$ cat config.mk
export PLATFORM = sky130hd
export DESIGN_NAME = sb_tx_clk_burst_ctrl
export DESIGN_NICKNAME = d
export VERILOG_FILES = /design/src/rtl/sb_tx_clk_burst_ctrl_pkg.sv /design/src/rtl/sb_tx_clk_burst_ctrl_phase_counter.sv /design/src/rtl/sb_tx_clk_burst_ctrl.sv
export SDC_FILE = /design/constraint.sdc
export NUM_CORES = 1
export LEC_CHECK = 0
export ABC_AREA = 1
export CORE_MARGIN = 3
export CORE_UTILIZATION = 58
export CTS_CLUSTER_DIAMETER = 30
export DETAILED_ROUTE_END_ITERATION = 7
export PLACE_DENSITY = 0.88
export SYNTH_ARGS = -nofsm -noshare
export SYNTH_HDL_FRONTEND = slang
export SYNTH_HIERARCHICAL = 1
export SYNTH_SLANG_ARGS = --single-unit
$ cat constraint.sdc
create_clock -name i_pll_clk -period 3.55 [get_ports i_pll_clk]
set_input_delay 0.355 -clock i_pll_clk [delete_from_list [all_inputs] [get_ports i_pll_clk]]
set_output_delay 0.355 -clock i_pll_clk [all_outputs]
set_load 0.02 [all_outputs]
$ cat src/rtl/sb_tx_clk_burst_ctrl_pkg.sv
// Shared types and default timing parameters for the sideband TX clock burst controller.
package sb_pkg;

   localparam int unsigned DIV_DEFAULT        = 4;
   localparam int unsigned BURST_BITS_DEFAULT = 64;
   localparam int unsigned GAP_BITS_DEFAULT   = 32;

   typedef enum logic [1:0] {
      ST_IDLE  = 2'd0,
      ST_ALIGN = 2'd1,
      ST_BURST = 2'd2,
      ST_GAP   = 2'd3
   } state_e;

   function automatic int unsigned max_u(input int unsigned a, input int unsigned b);
      return (a > b) ? a : b;
   endfunction

endpackage

$ cat src/rtl/sb_tx_clk_burst_ctrl_phase_counter.sv
// Free-running bit-time phase counter; bit_tick_o marks the last PLL cycle of each bit-time.
module sb_phase_counter
   import sb_pkg::*;
#(
   parameter int unsigned DIV = DIV_DEFAULT
) (
   input  logic clk_i,
   input  logic rst_ni,
   output logic bit_tick_o
);

   localparam int unsigned PW = (DIV > 1) ? $clog2(DIV) : 1;
   localparam logic [PW-1:0] PHASE_LAST = PW'(DIV - 1);

   logic [PW-1:0] phase_q;
   logic [PW-1:0] phase_d;

   always_comb begin
      phase_d = (phase_q == PHASE_LAST) ? '0 : phase_q + PW'(1);
   end

   always_ff @(posedge clk_i or negedge rst_ni) begin
      if (!rst_ni) begin
         phase_q <= '0;
      end else begin
         phase_q <= phase_d;
      end
   end

   // Qualified with reset so the tick stays low while reset is held, even for DIV == 1.
   assign bit_tick_o = rst_ni & (phase_q == PHASE_LAST);

endmodule

$ cat src/rtl/sb_tx_clk_burst_ctrl.sv
// Round-robin arbiter and burst FSM that gates the divided sideband clock in
// bit-aligned bursts separated by a guaranteed idle gap.
module sb_tx_clk_burst_ctrl
   import sb_pkg::*;
#(
   parameter int unsigned DIV        = DIV_DEFAULT,
   parameter int unsigned BURST_BITS = BURST_BITS_DEFAULT,
   parameter int unsigned GAP_BITS   = GAP_BITS_DEFAULT
) (
   input  logic       i_pll_clk,
   input  logic       i_rst_n,
   input  logic       i_enable,
   input  logic [1:0] i_req,
   output logic [1:0] o_gnt,
   output logic       o_ser_load,
   output logic       o_clk_gate_en,
   output logic       o_bit_tick,
   output logic       o_busy
);

   localparam int unsigned CW = $clog2(max_u(BURST_BITS, GAP_BITS) + 1);
   localparam logic [CW-1:0] BURST_LAST = CW'(BURST_BITS - 1);
   localparam logic [CW-1:0] GAP_LAST   = CW'(GAP_BITS - 1);

   state_e        state_q;
   logic [CW-1:0] bit_cnt_q;
   logic          rr_ptr_q;
   logic [1:0]    gnt_q;
   logic          load_q;
   logic          gate_q;
   logic          busy_q;

   logic          bit_tick;
   logic          grant_valid;
   logic          grant_idx;
   logic [1:0]    gnt_d;

   sb_phase_counter #(
      .DIV (DIV)
   ) u_phase (
      .clk_i      (i_pll_clk),
      .rst_ni     (i_rst_n),
      .bit_tick_o (bit_tick)
   );

   // rr_ptr_q names the requester that wins a tie; a lone request always wins.
   always_comb begin
      grant_valid = i_enable && (i_req != 2'b00);
      grant_idx   = (i_req == 2'b11) ? rr_ptr_q : i_req[1];
      gnt_d       = grant_idx ? 2'b10 : 2'b01;
   end

   always_ff @(posedge i_pll_clk or negedge i_rst_n) begin
      if (!i_rst_n) begin
         state_q   <= ST_IDLE;
         bit_cnt_q <= '0;
         rr_ptr_q  <= 1'b0;
         gnt_q     <= 2'b00;
         load_q    <= 1'b0;
         gate_q    <= 1'b0;
         busy_q    <= 1'b0;
      end else begin
         load_q <= 1'b0;
         case (state_q)
            ST_IDLE: begin
               if (grant_valid) begin
                  gnt_q    <= gnt_d;
                  rr_ptr_q <= ~grant_idx;
                  busy_q   <= 1'b1;
                  state_q  <= ST_ALIGN;
               end
            end
            ST_ALIGN: begin
               if (bit_tick) begin
                  load_q    <= 1'b1;
                  gate_q    <= 1'b1;
                  bit_cnt_q <= '0;
                  state_q   <= ST_BURST;
               end
            end
            // Both BURST and GAP start at phase 0, so counting ticks gives whole bit-times.
            ST_BURST: begin
               if (bit_tick) begin
                  if (bit_cnt_q == BURST_LAST) begin
                     gate_q    <= 1'b0;
                     gnt_q     <= 2'b00;
                     bit_cnt_q <= '0;
                     state_q   <= ST_GAP;
                  end else begin
                     bit_cnt_q <= bit_cnt_q + CW'(1);
                  end
               end
            end
            ST_GAP: begin
               if (bit_tick) begin
                  if (bit_cnt_q == GAP_LAST) begin
                     busy_q    <= 1'b0;
                     bit_cnt_q <= '0;
                     state_q   <= ST_IDLE;
                  end else begin
                     bit_cnt_q <= bit_cnt_q + CW'(1);
                  end
               end
            end
            default: begin
               state_q <= ST_IDLE;
            end
         endcase
      end
   end

   assign o_gnt         = gnt_q;
   assign o_ser_load    = load_q;
   assign o_clk_gate_en = gate_q;
   assign o_bit_tick    = bit_tick;
   assign o_busy        = busy_q;

endmodule

==> results.py <==
metrics = {
    "status": {
        "status": "finished, final reports clean",
    },
    "route": {
        "first_pass_iters": 4,
        "viasPerCell": 5.24,
        "drt-total-wl_um": 1820,
        "wl_per_cell_um": 10.9,
        "drtIter0Drc": 17,
        "drc_errors": 0,
        "via_count": 875,
        "antenna_left": 0,
    },
    "clock_network": {
        "cts.reportedPaths.clkPinSlew_ns": 0.09,
        "cts_buffer_depth": 2,
        "clock_tree.root_cell": "clkbuf_4",
        "cts_resized": 0,
        "insertion_delay_ns": 0.28,
        "cts_buffers": 3,
        "ctsHtreeMaxLevel": 1,
        "cts_sinks": 17,
        "ctsHoldBuffers": 0,
        "post_cts_buffers": 0,
        "cts_tree": "built",
    },
    "timing": {
        "worst_pin_slew_ns": 0.392,
        "finClkSkew_ns": 0.00607,
        "maxSlewViolCount": 0,
        "setup_slack_ns": 1.26,
        "rsz0062_at_grt": "false",
        "hold_ws_ns": 0.387,
        "hold_viol_final": 0,
        "relSlewSlack_pct": 73.8,
        "setup_viol": 0,
        "fin_setup_tns_ns": 0,
        "timing.final.crit_share_pct": 64.4,
        "fmax_mhz": 437,
        "min_period_ns": 2.29,
    },
    "synthesis": {
        "syn_inst": 139,
        "ys_types": 19,
        "synth.avg_cell_area_um2": 7.33,
        "ys_seq_area_share_pct": 41.8,
        "yosys_warnings": 6,
        "syn_nets": 151,
        "syn_area_um2": 1020,
        "ys_ff_latch": 17,
    },
    "finish": {
        "finalNetCount": 164,
        "fillers": 129,
        "drive_gt1_share_pct": 5.30,
        "area_growth_pct": 12.4,
        "diodes": 0,
        "fin_util_pct": 72.6,
    },
    "critical_path": {
        "cp-end-kind": "output pin",
        "worstSetupPathType": "in -> out",
        "worstPathArrival_ns": 1.93,
        "critPathRequiredTime_ns": 3.19,
        "crit_path_max_fanout": 18,
        "crit_path_start_kind": "primary input",
    },
    "job": {
        "maxCapViolations": 0,
    },
    "global_route": {
        "grt_pass1_wl_um": 3090,
        "grt.total_usage_pct": 18.9,
        "antenna_found_initial": 0,
        "grt.overflow.total": 0,
        "grt_start_max_net_pins": 19,
        "grt_pass1_vias": 793,
    },
    "floorplanning": {
        "dieWidth_um": 47.9,
        "start_util_pct": 64.6,
        "dieArea_um2": 2290,
        "die_h_um": 47.9,
        "num_io_pins": 11,
        "rows": 14,
        "core_region_area_um2": 1580,
    },
    "placed_design": {
        "io_buffers": 10,
        "gp_congestion": 0.853,
        "dp_hpwl_um": 1490,
        "pre_cts_slack_ns": 1.27,
    },
    "worst_hold_path": {
        "hold_path.class": "in -> async",
    },
    "power": {
        "ir_drop_mv": 0.442,
        "pwr_density_cell_nw_per_um2": 635,
        "p_leak_uw": 0.000602,
    },
}
[layer usage]
metal  GRT usage [%]  vias to the layer above  share of wire (%)
li1                -                      460                  -
met1            21.9                      402                 44
met2            34.6                        9                 52
met3            3.01                        4                2.7
met4            6.45                        0                1.4
met5               0                        -                  0
[stage by stage]
stage	instance area, um2	std cells	total power, uW
2_1_floorplan	1020	139	567
5_1_grt	1140	167	809
3_3_place_gp	1120	163	623
4_1_cts	1140	167	736
6_report	1140	167	727
3_5_place_dp	1120	163	638
[cell families (layout without fill, tap and decap cells)]
group | Yosys count | after routing | synth area share (%)
simple gates | 72 | 72 | 29.5
fa+ha+maj | 7 | 7 | 8.60
flops | 17 | 17 | 41.8
buf+inv | 26 | 38 | 11.2
compound gates | 17 | 17 | 8.97
[power by group]
| group | leakage, uW | internal (uW) | switching [uW] | total, uW |
|---|---|---|---|---|
| Sequential | 0.000218 | 235 | 28.0 | 263 |
| Clock | 0.0000150 | 43.6 | 53.8 | 97.4 |
| Combinational | 0.000369 | 129 | 237 | 367 |
| Total | 0.000602 | 408 | 319 | 727 |
[area by class of cell]
type	count	area (um2)	area share (%)
multi-input combinational	96	479	41.9
sequential	17	425	37.2
timing repair buffer	11	108	9.40
inverter	23	86.3	7.54
clock buffer	4	26.3	2.30
tap	16	20.0	1.75
[cells in the mapped netlist]
cell type  instances  share of area [%]
nand2_1           41                 15
inv_1             22                8.1
dfrtp_1           17                 42
nor2_1            15                5.5
o21ai_0           12                5.9
nand3_1            9                4.4
ha_1               7                8.6
a21oi_1            2               0.98
buf_6              2                2.2
nand4_1            2                1.2
nor3_1             2               0.98
buf_2              1               0.49
inv_2              1               0.37
nand3_2            1               0.98
nor2_2             1               0.61
o2111ai_1          1               0.86
o211ai_1           1               0.74
o21ai_1            1               0.49
or2_2              1               0.61
[worst paths after layout]
kind                       slack [ns]                from            endpoint  cells past startpoint
setup / recovery                 1.26             i_rst_n          o_bit_tick                      5
hold / removal                   0.39             i_rst_n        bit_cnt_q[3]                      2
setup reg to reg                 1.73          state_q[0]        bit_cnt_q[1]                      8
hold reg to reg                  0.44  u_phase/phase_q[0]  u_phase/phase_q[0]                      1
max in group asynchronous        2.97             i_rst_n          state_q[0]                      2
min in group i_pll_clk           0.44  u_phase/phase_q[0]  u_phase/phase_q[0]                      1
[state kept, by name, summed over array words and instances (netlist names)]
| register | count |
|---|---|
| bit_cnt_q | 7 |
| o_clk_gate_en | 1 |
| state_q | 2 |
| rr_ptr_q | 1 |
| o_busy | 1 |
| o_gnt | 2 |
| o_ser_load | 1 |
| u_phase/phase_q | 2 |
[placed cells by master, fill, tap and decap left out, drive strengths merged]
cell type	Yosys	routed
o21ai	13	13
nor2	16	16
nand4	2	2
ha	7	7
nand3	10	10
nand2	41	41
clkbuf	0	4
o2111ai	1	1
nor3	2	2
or2	1	1
a21oi	2	2
buf	3	1
dfrtp	17	17
inv	23	23
clkdlybuf4s50	0	10
o211ai	1	1
[critical path: stages]
cell	delay, ns
clkdlybuf4s50_1	0.45
buf_4	0.24
nand2_1	0.08
inv_1	0.16
clkdlybuf4s50_1	0.64
Note: power is estimated with default switching activity, not from simulation.
